--- src/rtl/regfile_wb_arbiter.sv ---
// Round-robin arbiter sharing one register-file write port among NREQ writeback sources.
// Optional build macro WB_ZERO_FILTER_EN: x0 writes are accepted but dropped before the output stage.
module regfile_wb_arbiter #(
  parameter int NREQ  = 3,
  parameter int N     = 5,
  parameter int WIDTH = 32
) (
  input  logic                  clk,
  input  logic                  rst,
  input  logic [NREQ-1:0]       req_valid,
  output logic [NREQ-1:0]       req_ready,
  input  logic [NREQ*N-1:0]     req_reg,
  input  logic [NREQ*WIDTH-1:0] req_data,
  input  logic                  hold,
  input  logic                  flush,
  output logic                  rf_wenable,
  output logic [N-1:0]          rf_reg,
  output logic [WIDTH-1:0]      rf_din,
  output logic                  busy
);

  localparam int PW = (NREQ > 1) ? $clog2(NREQ) : 1;

  logic             out_valid_q, out_valid_d;
  logic [N-1:0]     out_reg_q,   out_reg_d;
  logic [WIDTH-1:0] out_data_q,  out_data_d;
  logic [PW-1:0]    rr_ptr_q,    rr_ptr_d;

  logic [NREQ-1:0]  grant;
  logic             load;
  logic [N-1:0]     ld_reg;
  logic [WIDTH-1:0] ld_data;
  logic [PW-1:0]    ld_ptr;
`ifdef WB_ZERO_FILTER_EN
  logic             zero_taken;
`endif

  // Search starts at rr_ptr and wraps; at most one requester loads the stage.
  always_comb begin
    grant   = '0;
    load    = 1'b0;
    ld_reg  = '0;
    ld_data = '0;
    ld_ptr  = rr_ptr_q;
`ifdef WB_ZERO_FILTER_EN
    zero_taken = 1'b0;
`endif
    if (rst && !flush && !hold) begin
      for (int k = 0; k < NREQ; k++) begin
        for (int i = 0; i < NREQ; i++) begin
          if (((int'(rr_ptr_q) + k) % NREQ) == i && req_valid[i] && !load) begin
`ifdef WB_ZERO_FILTER_EN
            // Only the first-found x0 request is swallowed; later x0 requests wait.
            if (req_reg[i*N +: N] != '0) begin
              grant[i] = 1'b1;
              load     = 1'b1;
              ld_reg   = req_reg[i*N +: N];
              ld_data  = req_data[i*WIDTH +: WIDTH];
              ld_ptr   = PW'((i + 1) % NREQ);
            end else if (!zero_taken) begin
              grant[i]   = 1'b1;
              zero_taken = 1'b1;
            end
`else
            grant[i] = 1'b1;
            load     = 1'b1;
            ld_reg   = req_reg[i*N +: N];
            ld_data  = req_data[i*WIDTH +: WIDTH];
            ld_ptr   = PW'((i + 1) % NREQ);
`endif
          end
        end
      end
    end
  end

  always_comb begin
    out_valid_d = out_valid_q;
    out_reg_d   = out_reg_q;
    out_data_d  = out_data_q;
    rr_ptr_d    = rr_ptr_q;
    if (flush) begin
      out_valid_d = 1'b0;
    end else if (!hold) begin
      out_valid_d = load;
      if (load) begin
        out_reg_d  = ld_reg;
        out_data_d = ld_data;
        rr_ptr_d   = ld_ptr;
      end
    end
  end

  always_ff @(posedge clk or negedge rst) begin
    if (!rst) begin
      out_valid_q <= 1'b0;
      out_reg_q   <= '0;
      out_data_q  <= '0;
      rr_ptr_q    <= '0;
    end else begin
      out_valid_q <= out_valid_d;
      out_reg_q   <= out_reg_d;
      out_data_q  <= out_data_d;
      rr_ptr_q    <= rr_ptr_d;
    end
  end

  assign req_ready  = grant;
  assign rf_wenable = out_valid_q & ~hold;
  assign rf_reg     = out_reg_q;
  assign rf_din     = out_data_q;
  assign busy       = out_valid_q & hold;

endmodule

--- config.mk ---
export PLATFORM = sky130hd
export DESIGN_NAME = regfile_wb_arbiter
export DESIGN_NICKNAME = d
export VERILOG_FILES = /design/src/rtl/regfile_wb_arbiter.sv
export SDC_FILE = /design/constraint.sdc
export NUM_CORES = 1
export LEC_CHECK = 0
export ABC_AREA = 1
export BUFFER_PORTS_ARGS = -buffer_cell sky130_fd_sc_hd__buf_2
export CAP_MARGIN = 20
export CORE_ASPECT_RATIO = 0.7
export CORE_MARGIN = 2
export CORE_UTILIZATION = 43
export CTS_CLUSTER_SIZE = 24
export DETAILED_ROUTE_END_ITERATION = 10
export GPL_TIMING_DRIVEN = 0
export PLACE_DENSITY = 0.72
export SKIP_LAST_GASP = 1
export SYNTH_ARGS = -nofsm -noshare
export SYNTH_HDL_FRONTEND = slang
export SYNTH_SLANG_ARGS = --single-unit
--- constraint.sdc ---
create_clock -name clk -period 2.7 [get_ports clk]
set_input_delay 0 -clock clk [delete_from_list [all_inputs] [get_ports clk]]
set_output_delay 0 -clock clk [all_outputs]
set_load 0.05 [all_outputs]
==> impl_metrics.csv <==
group,metric,value,unit
flow_run,maxCapViolations,0,
clocking,clock_path_buffers,2,
synthesis,yosys_warnings,0,
drt,ant_nets,0,
clocking,cts_max_level,2,
synthesis,ys_top_cells_by_area,"nand2_1, dfrtp_1, nor2_1",
worst_setup_path,worstSetupPathType,"reg2out",
grt,grt_usage,29.7,%
grt,grt-ovfl-total,0,
timing,finalMaxSlewViolations,0,
placement,hpwl,11600,µm
floorplan,die_h,86.6,µm
drt,drt_pass1_iterations,6,
power,leakagePower,3.28,nW
timing,fin_worst_skew,1.74,ps
synthesis,synth-seq-area-share,23.9,%
run_status,outcome,"finished, final reports clean",
cells_and_area,antenna_cells,0,
synthesis,syn_area_per_cell,5.57,µm²
clocking,clk_pin_slew,60,ps
drt,viasPerCell,5.18,
grt,grt_first_pass_wirelength,24700,µm
synthesis,synthFlopType,"dfrtp_1",
timing,rsz0062_at_grt,"no",
cells_and_area,final_core_util,56.2,%
timing,setup_violations,0,
drt,wire_per_inst,14.9,µm
power,powerDensity,1110,nW/µm²
drt,vias,5450,
timing,worstMarginPinSlew,988,ps
power,peakVddDrop,636,µV
synthesis,synth_area,4200,µm²
cells_and_area,syn_to_final_growth,28.6,%
placement,io_buffers,159,
cells_and_area,fin_area,5400,µm²
synthesis,syn_nets,874,
worst_setup_path,worstPathRequired,2700,ps
floorplan,die-area,10600,µm²
clocking,cts_buffers,5,
clocking,cts_num_sinks,40,
drt,drc_errors,0,
worst_setup_path,worst_ep_arrival_time,2590,ps
synthesis,synth.distinct_cells,33,
clocking,clock_latency,290,ps
timing,tns,0,ps
synthesis,yosysTopAreaCellShare,25.1,%
grt,antenna_found_initial,0,
synthesis,yosysTopAreaCell,"nand2_1",
drt,wl,15700,µm
cells_and_area,drive_gt1_share,24.5,%
grt,grt_pass1_vias,4818,
timing,fin_crit,2590,ps
floorplan,row_count,30,
clocking,cts_tree,"done",
synthesis,ys_ff_latch,40,
worst_setup_path,cp-start-kind,"flop",
timing,finalCritPeriodShare,95.9,%
synthesis,synth_cells,753,
worst_setup_path,crit_fanout,10,
timing,max_freq,386,MHz
floorplan,start_util,43.7,%
min_path,holdCritPathClass,"in2reg",
drt,first_iter_violations,645,
timing,relSlewSlack,34.1,%
cells_and_area,fin_nets,1045,
clocking,root_buffer,"clkbuf_16",
floorplan,fp.dieW,122,µm
placement,post_dp_cell_area,5150,µm²
floorplan,ios,160,
placement,gp_congestion,0.915,
worst_setup_path,cp-end-kind,"primary output",
cells_and_area,largest_register_ffs,32,
grt,grt_max_degree,42,
synthesis,synth-edff-count,0,
synthesis,synth-async-reset-ratio,100,%
timing,hold_viol_final,0,
floorplan,core_area,9610,µm²
[worst max-delay path, cell delays in order, from the launching register on]
cell     delay, ps
dfrtp_1        410
inv_1          110
ha_2           310
nand2_4        150
nand4_4        160
nor2_8         210
nand4_2        140
buf_6          180
buf_2          220
a21oi_2        180
buf_4          220
[stage by stage]
| stage | worst slack (ps) | hold slack [ps] | total power [mW] | std cells |
|---|---|---|---|---|
| after floorplan | 201 | -296 | 4.13 | 753 |
| after CTS | 6.59 | 21.2 | 5.95 | 1052 |
| after global placement | 318 | 197 | 5.11 | 1040 |
| final | 111 | 17.6 | 6.01 | 1052 |
| after detailed placement | 307 | 205 | 5.14 | 1040 |
| after global routing | 19.1 | 68.5 | 6.50 | 1052 |
[metal layers]
metal / up-vias / track usage [%] / wire length, µm
li1: 2705 / - / -
met1: 2413 / 43.8 / 7140
met2: 308 / 44.4 / 6410
met3: 24 / 7.11 / 1950
met4: 0 / 5.33 / 216
met5: - / 0 / 0
[cells by family (layout without fill, tap and decap cells)]
family,after synthesis,count (layout),share of synthesized area [%]
adder cells (fa/ha/maj),3,3,0.895
flip-flops,40,40,23.9
AND/OR/NAND/NOR,492,492,49.9
AO/OA/AOI/OAI,91,91,12.1
buffers and inverters,127,298,13.2
[what timing repair did]
action	in CTS	in global routing
gates resized for setup	0	5
hold buffers	5	0
endpoints found under the setup margin	0	3
endpoints found under the hold margin	43	0
buffers inserted	0	1
[power by group]
group	switching, mW	internal [mW]
Clock	0.252	0.525
Sequential	0.148	0.879
Combinational	3.00	1.21
Total	3.40	2.62
[cell usage after synthesis, types with 5 or more instances]
cell      number
nor2_1       112
nand2_1      281
inv_2          8
nand3_1       63
buf_2         22
inv_1         83
dfrtp_1       40
a21oi_1       37
nand4_1       12
o21bai_1       8
o22ai_1       19
buf_6          6
o21ai_0       19
o21ai_1        5
[cell usage in the layout (no fill, tap or decap)]
| master | Yosys | final |
|---|---|---|
| nand2_2 | 4 | 4 |
| inv_2 | 8 | 8 |
| nand4_4 | 1 | 1 |
| buf_2 | 22 | 178 |
| nand2_1 | 281 | 281 |
| o21bai_1 | 8 | 8 |
| nor2_8 | 1 | 1 |
| o21ai_0 | 19 | 19 |
| clkbuf_16 | 0 | 5 |
| buf_4 | 1 | 4 |
| a21oi_2 | 1 | 1 |
| bufinv_16 | 0 | 2 |
| nand3b_1 | 1 | 1 |
| o21a_1 | 1 | 1 |
| dlygate4sd3_1 | 0 | 5 |
| o21ai_1 | 5 | 5 |
| nor2_1 | 112 | 112 |
| clkbuf_1 | 3 | 3 |
| buf_1 | 3 | 3 |
| buf_6 | 6 | 6 |
| clkbuf_2 | 1 | 1 |
| o22ai_1 | 19 | 19 |
| a21oi_1 | 37 | 37 |
| nand4_2 | 3 | 3 |
| nor3_1 | 1 | 1 |
| nand3_1 | 63 | 63 |
| dfrtp_1 | 40 | 40 |
| nand4_1 | 12 | 12 |
| inv_1 | 83 | 83 |
| nor2_2 | 4 | 4 |
| nor2_4 | 1 | 1 |
| nand2_4 | 3 | 3 |
| or2_0 | 2 | 2 |
| nand3_2 | 3 | 3 |
| o211ai_1 | 1 | 1 |
| ha_1 | 3 | 2 |
| ha_2 | 0 | 1 |
[worst paths after layout]
path / endpoint / depth (start not counted) / slack (ps) / start
setup reg to reg: rf_din[25] / 14 / 220 / rr_ptr_q[0]
max in group asynchronous: rr_ptr_q[1] / 2 / 1660 / rst
hold reg to reg: rf_din[5] / 2 / 470 / rf_din[5]
min in group asynchronous: rf_din[8] / 2 / 410 / rst
setup / recovery: req_ready[1] / 10 / 110 / rr_ptr_q[0]
hold / removal: rf_din[21] / 5 / 20 / req_data[85]
[area by class of cell]
class	instances	area (µm²)
Buffer	35	208
Clock buffer	5	125
Clock inverter	2	60.1
Fill cell	1053	4210
Inverter	91	342
Multi-Input combinational cell	586	2640
Sequential cell	40	1000
Tap cell	128	160
Timing Repair Buffer	165	858
Note: power is estimated with default switching activity, not from simulation.
